--- config.mk ---
export PLATFORM = sky130hd
export DESIGN_NAME = rdmx_write_responder_flat
export DESIGN_NICKNAME = d
export VERILOG_FILES = /design/src/rtl/rdmx_write_responder_if.sv /design/src/rtl/rdmx_write_responder.sv /design/src/flat_wrapper.sv
export SDC_FILE = /design/constraint.sdc
export NUM_CORES = 1
export LEC_CHECK = 0
export ABC_AREA = 1
export ABC_CLOCK_PERIOD_IN_PS = 3250
export BUFFER_PORTS_ARGS = -buffer_cell sky130_fd_sc_hd__buf_2
export CELL_PAD_IN_SITES_DETAIL_PLACEMENT = 0
export CELL_PAD_IN_SITES_GLOBAL_PLACEMENT = 1
export CORE_AREA = 2 2 542 544
export DETAILED_ROUTE_END_ITERATION = 8
export DIE_AREA = 0 0 544 546
export PLACE_DENSITY_LB_ADDON = 0.1
export SLEW_MARGIN = 0
export SYNTH_ARGS = -nofsm -noshare
export SYNTH_HDL_FRONTEND = slang
export SYNTH_SLANG_ARGS = --single-unit
--- constraint.sdc ---
create_clock -name clk -period 3.25 [get_ports clk]
set_input_delay 0.325 -clock clk [delete_from_list [all_inputs] [get_ports clk]]
set_output_delay 0.325 -clock clk [all_outputs]
set_load 0.1 [all_outputs]
--- src/rtl/rdmx_write_responder_if.sv ---
// Bus bundle for rdmx_write_responder.
// Carries the AXI4 write channels (AW/W/B) and the AXI-Stream output toward the PCI receive path.
interface rdmx_write_responder_if #(
   parameter int unsigned DW = 512,
   parameter int unsigned AW = 64,
   parameter int unsigned IW = 4,
   parameter int unsigned UW = 32
);
   logic [AW-1:0]      S_AXI_AWADDR;
   logic [UW-1:0]      S_AXI_AWUSER;
   logic [7:0]         S_AXI_AWLEN;
   logic [2:0]         S_AXI_AWSIZE;
   logic [1:0]         S_AXI_AWBURST;
   logic [IW-1:0]      S_AXI_AWID;
   logic               S_AXI_AWVALID;
   logic               S_AXI_AWREADY;

   logic [DW-1:0]      S_AXI_WDATA;
   logic [DW/8-1:0]    S_AXI_WSTRB;
   logic               S_AXI_WLAST;
   logic               S_AXI_WVALID;
   logic               S_AXI_WREADY;

   logic [1:0]         S_AXI_BRESP;
   logic [IW-1:0]      S_AXI_BID;
   logic               S_AXI_BVALID;
   logic               S_AXI_BREADY;

   logic [DW-1:0]      AXIS_OUT_TDATA;
   logic [DW/8-1:0]    AXIS_OUT_TKEEP;
   logic [AW+UW-1:0]   AXIS_OUT_TUSER;
   logic               AXIS_OUT_TLAST;
   logic               AXIS_OUT_TVALID;
   logic               AXIS_OUT_TREADY;

   // Responder side: AXI4 write slave and stream source.
   modport slave (
      input  S_AXI_AWADDR, S_AXI_AWUSER, S_AXI_AWLEN, S_AXI_AWSIZE, S_AXI_AWBURST,
      input  S_AXI_AWID, S_AXI_AWVALID,
      output S_AXI_AWREADY,
      input  S_AXI_WDATA, S_AXI_WSTRB, S_AXI_WLAST, S_AXI_WVALID,
      output S_AXI_WREADY,
      output S_AXI_BRESP, S_AXI_BID, S_AXI_BVALID,
      input  S_AXI_BREADY,
      output AXIS_OUT_TDATA, AXIS_OUT_TKEEP, AXIS_OUT_TUSER, AXIS_OUT_TLAST, AXIS_OUT_TVALID,
      input  AXIS_OUT_TREADY
   );

   // Link side: AXI4 write master and stream sink.
   modport master (
      output S_AXI_AWADDR, S_AXI_AWUSER, S_AXI_AWLEN, S_AXI_AWSIZE, S_AXI_AWBURST,
      output S_AXI_AWID, S_AXI_AWVALID,
      input  S_AXI_AWREADY,
      output S_AXI_WDATA, S_AXI_WSTRB, S_AXI_WLAST, S_AXI_WVALID,
      input  S_AXI_WREADY,
      input  S_AXI_BRESP, S_AXI_BID, S_AXI_BVALID,
      output S_AXI_BREADY,
      input  AXIS_OUT_TDATA, AXIS_OUT_TKEEP, AXIS_OUT_TUSER, AXIS_OUT_TLAST, AXIS_OUT_TVALID,
      output AXIS_OUT_TREADY
   );
endinterface

--- src/rtl/rdmx_write_responder.sv ---
// RDMX receive-end AXI4 write slave: one burst at a time, W beats forwarded on AXI-Stream, then B.
// Optional traffic counters are built when RDMX_RESPONDER_STATS_EN is defined.
module rdmx_write_responder #(
   parameter int unsigned DW = 512,
   parameter int unsigned AW = 64,
   parameter int unsigned IW = 4,
   parameter int unsigned UW = 32
) (
   input  logic                  clk,
   input  logic                  resetn,
   rdmx_write_responder_if.slave io_bus,
   output logic                  burst_error
`ifdef RDMX_RESPONDER_STATS_EN
   ,
   output logic [31:0]           bursts_rcvd,
   output logic [47:0]           beats_rcvd,
   output logic [31:0]           err_bursts
`endif
);

   localparam logic [2:0] LP_SIZE   = 3'($clog2(DW / 8));
   localparam logic [1:0] LP_INCR   = 2'b01;
   localparam logic [1:0] LP_OKAY   = 2'b00;
   localparam logic [1:0] LP_SLVERR = 2'b10;

   typedef enum logic [1:0] {
      S_IDLE,
      S_DATA,
      S_RESP
   } state_t;

   state_t          r_state;
   state_t          w_state_d;

   logic            r_awready;
   logic            w_awready_d;
   logic [AW-1:0]   r_addr;
   logic [UW-1:0]   r_user;
   logic [7:0]      r_len;
   logic [IW-1:0]   r_id;
   logic [7:0]      r_beat;
   logic            r_err;
   logic            r_burst_error;

   logic            w_aw_hs;
   logic            w_w_hs;
   logic            w_b_hs;
   logic            w_last_beat;
   logic            w_wlast_err;
   logic            w_aw_err;

   always_comb begin
      w_aw_hs     = (r_state == S_IDLE) & r_awready & io_bus.S_AXI_AWVALID;
      w_w_hs      = (r_state == S_DATA) & io_bus.S_AXI_WVALID & io_bus.AXIS_OUT_TREADY;
      w_b_hs      = (r_state == S_RESP) & io_bus.S_AXI_BREADY;
      w_last_beat = (r_beat == r_len);
      // WLAST must coincide exactly with the AWLEN-derived final beat.
      w_wlast_err = w_w_hs & (io_bus.S_AXI_WLAST != w_last_beat);
      w_aw_err    = (io_bus.S_AXI_AWBURST != LP_INCR) | (io_bus.S_AXI_AWSIZE != LP_SIZE);
   end

   always_ff @(posedge clk) begin
      if (!resetn) begin
         r_state <= S_IDLE;
      end else begin
         r_state <= w_state_d;
      end
   end

   always_comb begin
      w_state_d                     = r_state;
      io_bus.S_AXI_WREADY           = 1'b0;
      io_bus.AXIS_OUT_TVALID        = 1'b0;
      io_bus.S_AXI_BVALID           = 1'b0;
      io_bus.S_AXI_BRESP            = LP_OKAY;
      unique case (r_state)
         S_IDLE: begin
            if (w_aw_hs) begin
               w_state_d = S_DATA;
            end
         end
         S_DATA: begin
            io_bus.S_AXI_WREADY    = io_bus.AXIS_OUT_TREADY;
            io_bus.AXIS_OUT_TVALID = io_bus.S_AXI_WVALID;
            if (w_w_hs && w_last_beat) begin
               w_state_d = S_RESP;
            end
         end
         S_RESP: begin
            io_bus.S_AXI_BVALID = 1'b1;
            io_bus.S_AXI_BRESP  = r_err ? LP_SLVERR : LP_OKAY;
            if (io_bus.S_AXI_BREADY) begin
               w_state_d = S_IDLE;
            end
         end
         default: begin
            w_state_d = S_IDLE;
         end
      endcase
      // AWREADY is registered and only offered while idle, so a new AW waits for the B handshake.
      w_awready_d = (w_state_d == S_IDLE);
   end

   always_comb begin
      io_bus.S_AXI_AWREADY  = r_awready;
      io_bus.S_AXI_BID      = r_id;
      io_bus.AXIS_OUT_TDATA = io_bus.S_AXI_WDATA;
      io_bus.AXIS_OUT_TKEEP = io_bus.S_AXI_WSTRB;
      io_bus.AXIS_OUT_TUSER = {r_user, r_addr};
      io_bus.AXIS_OUT_TLAST = w_last_beat;
      burst_error           = r_burst_error;
   end

   always_ff @(posedge clk) begin
      if (!resetn) begin
         r_awready     <= 1'b0;
         r_addr        <= '0;
         r_user        <= '0;
         r_len         <= '0;
         r_id          <= '0;
         r_beat        <= '0;
         r_err         <= 1'b0;
         r_burst_error <= 1'b0;
      end else begin
         r_awready <= w_awready_d;
         if (w_aw_hs) begin
            r_addr <= io_bus.S_AXI_AWADDR;
            r_user <= io_bus.S_AXI_AWUSER;
            r_len  <= io_bus.S_AXI_AWLEN;
            r_id   <= io_bus.S_AXI_AWID;
            r_beat <= '0;
            r_err  <= w_aw_err;
         end
         if (w_w_hs) begin
            r_beat <= r_beat + 8'd1;
            r_err  <= r_err | w_wlast_err;
            if (w_last_beat) begin
               r_burst_error <= r_burst_error | r_err | w_wlast_err;
            end
         end
      end
   end

`ifdef RDMX_RESPONDER_STATS_EN
   logic [31:0] r_bursts_rcvd;
   logic [47:0] r_beats_rcvd;
   logic [31:0] r_err_bursts;

   // Counters saturate at all-ones rather than wrapping.
   always_ff @(posedge clk) begin
      if (!resetn) begin
         r_bursts_rcvd <= '0;
         r_beats_rcvd  <= '0;
         r_err_bursts  <= '0;
      end else begin
         if (w_b_hs && (r_bursts_rcvd != '1)) begin
            r_bursts_rcvd <= r_bursts_rcvd + 32'd1;
         end
         if (w_b_hs && r_err && (r_err_bursts != '1)) begin
            r_err_bursts <= r_err_bursts + 32'd1;
         end
         if (w_w_hs && (r_beats_rcvd != '1)) begin
            r_beats_rcvd <= r_beats_rcvd + 48'd1;
         end
      end
   end

   assign bursts_rcvd = r_bursts_rcvd;
   assign beats_rcvd  = r_beats_rcvd;
   assign err_bursts  = r_err_bursts;
`else
   logic w_unused_b_hs;
   assign w_unused_b_hs = w_b_hs;
`endif

endmodule

--- src/flat_wrapper.sv ---
// flat-port wrapper written by rule: the top's interface ports become plain ports
module rdmx_write_responder_flat 
#(
   parameter int unsigned DW = 512,
   parameter int unsigned AW = 64,
   parameter int unsigned IW = 4,
   parameter int unsigned UW = 32
)
  (clk, resetn, burst_error, io_bus_S_AXI_AWADDR, io_bus_S_AXI_AWUSER, io_bus_S_AXI_AWLEN, io_bus_S_AXI_AWSIZE, io_bus_S_AXI_AWBURST, io_bus_S_AXI_AWID, io_bus_S_AXI_AWVALID, io_bus_S_AXI_AWREADY, io_bus_S_AXI_WDATA, io_bus_S_AXI_WSTRB, io_bus_S_AXI_WLAST, io_bus_S_AXI_WVALID, io_bus_S_AXI_WREADY, io_bus_S_AXI_BRESP, io_bus_S_AXI_BID, io_bus_S_AXI_BVALID, io_bus_S_AXI_BREADY, io_bus_AXIS_OUT_TDATA, io_bus_AXIS_OUT_TKEEP, io_bus_AXIS_OUT_TUSER, io_bus_AXIS_OUT_TLAST, io_bus_AXIS_OUT_TVALID, io_bus_AXIS_OUT_TREADY);
  rdmx_write_responder_if #(.DW(DW), .AW(AW), .IW(IW), .UW(UW)) io_bus_i ();
  input  logic clk;
  input  logic resetn;
  output logic burst_error;
  input wire logic [$bits(io_bus_i.S_AXI_AWADDR)-1:0] io_bus_S_AXI_AWADDR;
  input wire logic [$bits(io_bus_i.S_AXI_AWUSER)-1:0] io_bus_S_AXI_AWUSER;
  input wire logic [$bits(io_bus_i.S_AXI_AWLEN)-1:0] io_bus_S_AXI_AWLEN;
  input wire logic [$bits(io_bus_i.S_AXI_AWSIZE)-1:0] io_bus_S_AXI_AWSIZE;
  input wire logic [$bits(io_bus_i.S_AXI_AWBURST)-1:0] io_bus_S_AXI_AWBURST;
  input wire logic [$bits(io_bus_i.S_AXI_AWID)-1:0] io_bus_S_AXI_AWID;
  input wire logic [$bits(io_bus_i.S_AXI_AWVALID)-1:0] io_bus_S_AXI_AWVALID;
  output wire logic [$bits(io_bus_i.S_AXI_AWREADY)-1:0] io_bus_S_AXI_AWREADY;
  input wire logic [$bits(io_bus_i.S_AXI_WDATA)-1:0] io_bus_S_AXI_WDATA;
  input wire logic [$bits(io_bus_i.S_AXI_WSTRB)-1:0] io_bus_S_AXI_WSTRB;
  input wire logic [$bits(io_bus_i.S_AXI_WLAST)-1:0] io_bus_S_AXI_WLAST;
  input wire logic [$bits(io_bus_i.S_AXI_WVALID)-1:0] io_bus_S_AXI_WVALID;
  output wire logic [$bits(io_bus_i.S_AXI_WREADY)-1:0] io_bus_S_AXI_WREADY;
  output wire logic [$bits(io_bus_i.S_AXI_BRESP)-1:0] io_bus_S_AXI_BRESP;
  output wire logic [$bits(io_bus_i.S_AXI_BID)-1:0] io_bus_S_AXI_BID;
  output wire logic [$bits(io_bus_i.S_AXI_BVALID)-1:0] io_bus_S_AXI_BVALID;
  input wire logic [$bits(io_bus_i.S_AXI_BREADY)-1:0] io_bus_S_AXI_BREADY;
  output wire logic [$bits(io_bus_i.AXIS_OUT_TDATA)-1:0] io_bus_AXIS_OUT_TDATA;
  output wire logic [$bits(io_bus_i.AXIS_OUT_TKEEP)-1:0] io_bus_AXIS_OUT_TKEEP;
  output wire logic [$bits(io_bus_i.AXIS_OUT_TUSER)-1:0] io_bus_AXIS_OUT_TUSER;
  output wire logic [$bits(io_bus_i.AXIS_OUT_TLAST)-1:0] io_bus_AXIS_OUT_TLAST;
  output wire logic [$bits(io_bus_i.AXIS_OUT_TVALID)-1:0] io_bus_AXIS_OUT_TVALID;
  input wire logic [$bits(io_bus_i.AXIS_OUT_TREADY)-1:0] io_bus_AXIS_OUT_TREADY;
  assign io_bus_i.S_AXI_AWADDR = io_bus_S_AXI_AWADDR;
  assign io_bus_i.S_AXI_AWUSER = io_bus_S_AXI_AWUSER;
  assign io_bus_i.S_AXI_AWLEN = io_bus_S_AXI_AWLEN;
  assign io_bus_i.S_AXI_AWSIZE = io_bus_S_AXI_AWSIZE;
  assign io_bus_i.S_AXI_AWBURST = io_bus_S_AXI_AWBURST;
  assign io_bus_i.S_AXI_AWID = io_bus_S_AXI_AWID;
  assign io_bus_i.S_AXI_AWVALID = io_bus_S_AXI_AWVALID;
  assign io_bus_S_AXI_AWREADY = io_bus_i.S_AXI_AWREADY;
  assign io_bus_i.S_AXI_WDATA = io_bus_S_AXI_WDATA;
  assign io_bus_i.S_AXI_WSTRB = io_bus_S_AXI_WSTRB;
  assign io_bus_i.S_AXI_WLAST = io_bus_S_AXI_WLAST;
  assign io_bus_i.S_AXI_WVALID = io_bus_S_AXI_WVALID;
  assign io_bus_S_AXI_WREADY = io_bus_i.S_AXI_WREADY;
  assign io_bus_S_AXI_BRESP = io_bus_i.S_AXI_BRESP;
  assign io_bus_S_AXI_BID = io_bus_i.S_AXI_BID;
  assign io_bus_S_AXI_BVALID = io_bus_i.S_AXI_BVALID;
  assign io_bus_i.S_AXI_BREADY = io_bus_S_AXI_BREADY;
  assign io_bus_AXIS_OUT_TDATA = io_bus_i.AXIS_OUT_TDATA;
  assign io_bus_AXIS_OUT_TKEEP = io_bus_i.AXIS_OUT_TKEEP;
  assign io_bus_AXIS_OUT_TUSER = io_bus_i.AXIS_OUT_TUSER;
  assign io_bus_AXIS_OUT_TLAST = io_bus_i.AXIS_OUT_TLAST;
  assign io_bus_AXIS_OUT_TVALID = io_bus_i.AXIS_OUT_TVALID;
  assign io_bus_i.AXIS_OUT_TREADY = io_bus_AXIS_OUT_TREADY;
  rdmx_write_responder #(.DW(DW), .AW(AW), .IW(IW), .UW(UW)) u_core (.clk(clk), .resetn(resetn), .io_bus(io_bus_i), .burst_error(burst_error));
endmodule
# Yosys cells after proc, flatten, opt, wreduce, memory -nomap -nowiden
# Index checks and enable logic that the tools add are counted.
classes:
  add_sub_neg: 1
  n_eq_ne: 6
  mux: 13
  n_bitwise: 9
  reduce_logical: 5
ops:
  columns: ["operator", "n"]
  rows:
  - ["8-bit 2-to-1 mux", 2]
  - ["2-bit 2-to-1 mux", 5]
  - ["8-bit by 1-bit adder with 8-bit output, second input constant", 1]
  - ["8-bit == test", 1]
  - ["2-bit case mux with 3 select lines", 1]
  - ["1-bit AND", 5]
  - ["1-bit 2-to-1 mux", 5]
  - ["2-bit zero test", 2]
  - ["1-bit OR", 4]
  - ["3-bit inequality test, second input constant", 1]
  - ["2-bit by 1-bit == test with 1-bit output, second input constant", 1]
  - ["2-bit == test, second input constant", 1]
  - ["2-bit by 1-bit inequality test with 1-bit output, second input constant", 1]
  - ["2-bit AND reduction", 1]
  - ["2-bit nonzero test", 1]
  - ["1-bit logical AND", 1]
  - ["1-bit inequality test", 1]
word_totals:
  regBits: 121
  inputBits: 696
  out_inout_bits: 684
  wordCells: 43

# Longest topological paths before layout
depth:
  word_depth: 7
  depth_mapped: 11
  ltp_nobuf: 11

# Worst setup path before layout
# Ideal clock, no wire load.
synth_path:
  path_kind: "reg-to-output"
  startpoint: "register u_core.r_state[1]"
  endpoint: "output port io_bus_S_AXI_BRESP[1]"
  arrival_ns: 3.253
  required_ns: 2.925
  path_slack_ns: -0.328
  path_stages_with_launch: 5
  n_path_buf: 0
  cell_sequence: "dfxtp_1 -> inv_1 -> nor2_1 -> inv_1 -> nor2_1"
synth_via:
  elab_chain_cells: 2
synth_rtl:
  columns: ["element", "line", "source"]
  rows:
  - ["start: declaration", "rdmx_write_responder.sv:32", "state_t r_state;"]
  - ["start signal: assignment", "rdmx_write_responder.sv:66", "r_state <= w_state_d;"]
  - ["2-bit == test", null, null]
  - ["2-bit 2-to-1 mux", "rdmx_write_responder.sv:76", "unique case (r_state)"]
  - ["end: declaration", "flat_wrapper.sv:27", "output wire logic [$bits(io_bus_i.S_AXI_BRESP)-1:0] io_bus_S_AXI_BRESP;"]
# Every way passes these cells.

# Worst setup path after layout
layout_path:
  startpoint: "register u_core.r_beat[0]"
  endpoint: "output port io_bus_AXIS_OUT_TLAST"
layout_via:
  elab_chain_cells: 1
layout_rtl:
  columns: ["element", "line", "source"]
  rows:
  - ["start: declaration", "rdmx_write_responder.sv:41", "logic [7:0] r_beat;"]
  - ["start signal: assignment", "rdmx_write_responder.sv:135", "r_beat <= r_beat + 8'd1;"]
  - ["8-bit == test", "rdmx_write_responder.sv:56", "w_last_beat = (r_beat == r_len);"]
  - ["end: declaration", "flat_wrapper.sv:34", "output wire logic [$bits(io_bus_i.AXIS_OUT_TLAST)-1:0] io_bus_AXIS_OUT_TLAST;"]
# Every way passes these cells.

==> summary.txt <==
Synthesis
  • Syn nets: approximately 1900
  • Post-synthesis compound-gate area fraction: 0.0775
  • Synth Area in XOR/XNOR: 0.00297
  • Main combinational cell family by area after synthesis: buffers and inverters
  • Synth warn: 0
  • Most used DFF post-synth: dfxtp_1
  • Largest area contributor in the netlist: buf_4
  • Yosys cell types: 31
  • Top post-synthesis cells by count: 586 x buf_4, 217 x nor2_1, 121 x dfxtp_1
  • Register area share after synthesis: 0.274
  • Post-synth EDFFs: 0
  • Mapped Cells: 1166
  • Asr flop ratio synth: 0
  • Top-count cell post-synth: buf_4
  • Synth Cell Area: ~8900 sq um
  • Synth Area in Adders: 0.00141
  • Number of synthesized register bits: 121
  • Top-area cell type share of the netlist area: 0.497
  • Syn Area/Cell: 7.59 sq um
  • Multiplexer area fraction after synthesis: 0
  • Ranking of synthesized cells by area: buf_4 50%, dfxtp_1 27%, nor2_1 9.2%, o21ai_0 6.3%, nand2_1 1.4%
  • Simple-gate share of the synthesized area: 0.122

Cells and area
  • Area grow syn2layout: 36.4%
  • Design area: 12100 sq um
  • Register area: 2420 sq um
  • Layout cells sized above 1: 0.315
  • Multi-input combinational cell area: 1810 sq um
  • Fill count: 34775
  • Net count, final: 1594
  • Final cell count without fillers: between 4000 and 5000
  • Final cell utilization of the core: 0.0413

Timing
  • Worst Skew: 0.0290 ns
  • Hold Fails Final Rpt: 0
  • Setup TNS: 0 ns
  • Achievable clock frequency: approximately 0.42 GHz
  • Hold Slack: 0.0753 ns
  • Unrepaired setup endpoints after global routing: false
  • Period minus WS final: 2.36 ns
  • Final Max Slew Viols: 0
  • Final worst-path cycle share: 0.726
  • Worst slew margin: 0.489
  • Endpoints failing setup: 0
  • Worst-Margin Slew: ~0.76 ns

Setup path
  • Reg2Reg Depth: 6
  • Critical path arrival: about 2.0 ns
  • Worst setup SP type: flop
  • Critical Path RT: 2.92 ns
  • Reg2Reg Capture Point: u_core.io_bus.S_AXI_BID[2]
  • CP endpoint kind: output pin
  • CP Max Fanout: 6
  • R2r setup slk: 1.26 ns
  • Crit path kind: reg -> out
  • R2R Path Start: u_core.r_state[1]

Die
  • Die area: 297000 sq um
  • Core area: between 200000 and 300000 sq um
  • Starting Density: 0.0303
  • Chip width: between 500 and 600 microns
  • I/O Pins: 1380
  • Die Height: 546 microns
  • Cell Rows: 199

Routing
  • DRC viols: 0
  • Starting DRT DRC Count: 222
  • Final ANT Viol Nets: 0
  • Vias per inst: 1.27
  • Routed vias: 6151
  • Final WL: 103 mm
  • WL/cell: 21.4 microns
  • DR pass1 iterations: 5

Global routing
  • Largest net degree at the start of global routing: 72
  • Grt total ovfl: 0
  • Tot GR Track Use: 0.0673
  • First-pass GRT wire length: 118 mm
  • Initial antenna violation count: 13
  • Met1 GRT Util: 0.0298
  • Vias in the first global route: between 6000 and 7000
  • Most used routing layer: met2
  • Routing usage on met2: 0.101
  • Met3 GRT Util: 0.0922

Clock tree
  • H-Tree Depth: 4
  • Total CTS buffers: 21
  • CTS max path bufs: 3
  • Clk_lat worst skew: 0.56 ns
  • CTS clk-pin slew, worst paths: 0.07 ns
  • Postcts setup bufs: 0
  • Clk sink count: 121
  • Clock tree root buffer cell: clkbuf_16
  • CTS tree: built

Placed design
  • Post-Place Cell Area: 10500 sq um
  • RePlAce Congestion: around 0.64
  • Post-DP HPWL: about 90 mm
  • Port Buf Inserts: between 200 and 250
  • Placed Cells: 4709

Worst hold path
  • HP Class: in -> reg
  • Hold Path Stages: 3
  • Hold Startpoint: io_bus_S_AXI_AWADDR[51]
  • Hold Path Sink: u_core.r_addr[51]

Pwr
  • Leakage power: 3.49 nW
  • Cell area power density: 491 nW/um^2
  • Worst ir drop on vdd: 185 uV

Flow run
  • MaxCap Viol Count: 0

Run status
  • Status: finished clean
-- through the flow --
stage	setup WS (ns)	power, mW
after global routing	0.654	6.37
after CTS	0.744	6.32
after detailed placement	1.00	3.30
after global placement	1.01	3.31
final	0.889	5.93
after floorplan	0.100	6.19
-- critical path: stages (launching register included) --
cell     delay, ns
dfxtp_1       0.44
nand2_1       0.08
nand2_1       0.08
nand2_1       0.05
nor2_1        0.20
nand2_1       0.12
inv_2         0.09
buf_2         0.43
-- power breakdown --
group / switching [mW] / internal, mW
combinational: 1.30 / 0.320
clock: 1.11 / 1.53
sequential: 0.0692 / 1.61
total: 2.48 / 3.45
-- worst max path at each step --
stage | endpoint | from
3_3_place_gp | u_core.r_addr[7] | io_bus_S_AXI_AWVALID
6_report | io_bus_AXIS_OUT_TLAST | u_core.r_beat[0]
3_5_place_dp | u_core.r_user[28] | io_bus_S_AXI_AWVALID
5_1_grt | io_bus_AXIS_OUT_TLAST | u_core.r_beat[2]
2_1_floorplan | io_bus_S_AXI_BRESP[1] | u_core.r_state[1]
4_1_cts | io_bus_AXIS_OUT_TLAST | u_core.r_beat[0]
-- registers in the layout (all words and copies together), names as in the netlist, 2 cells and up --
register	count
u_core.io_bus.S_AXI_BID	4
u_core.r_addr	64
u_core.r_beat	8
u_core.r_len	8
u_core.r_state	2
u_core.r_user	32
-- metal layers --
| metal | up-vias | part of all wire |
|---|---|---|
| met5 | - | 0.00037 |
| met4 | 6 | 0.11 |
| met3 | 381 | 0.30 |
| met2 | 788 | 0.43 |
| met1 | 2466 | 0.16 |
| li1 | 2510 | - |
-- area by class of cell --
cell class	instances	share of cell area
clock inverters	5	0.00860
flip-flops and latches	121	0.201
well taps	3919	0.406
repair buffers	320	0.174
clock buffers	26	0.0492
inverters	29	0.00984
diodes	7	0.00145
multi-input cells	404	0.150
-- kinds of logic (layout without fill, tap and decap cells) --
group,after synthesis,count (layout)
other,1,8
AO/OA/AOI/OAI,133,133
buffers and inverters,641,380
AND/OR/NAND/NOR,266,266
flip-flops,121,121
XOR/XNOR,3,3
adder cells (fa/ha/maj),1,1
-- cells in the final DEF, fill, tap and decap left out, drive strengths merged --
cell type,count
a21oi,14
a221oi,1
buf,236
bufinv,3
clkbuf,26
clkinv,4
conb,1
dfxtp,121
diode,7
dlygate4sd3,84
ha,1
inv,27
nand2,36
nand3,5
nand4,2
nor2,220
nor3,2
nor4,1
o211ai,1
o21ai,115
o22ai,1
o31ai,1
xnor2,3
-- timing repair --
action                                  4_1_cts  5_1_grt
gates resized for setup                       0        0
endpoints found under the setup margin        0        0
hold endpoints to repair                     85        0
hold buffers                                 84        0
Note: power is estimated with default switching activity, not from simulation.
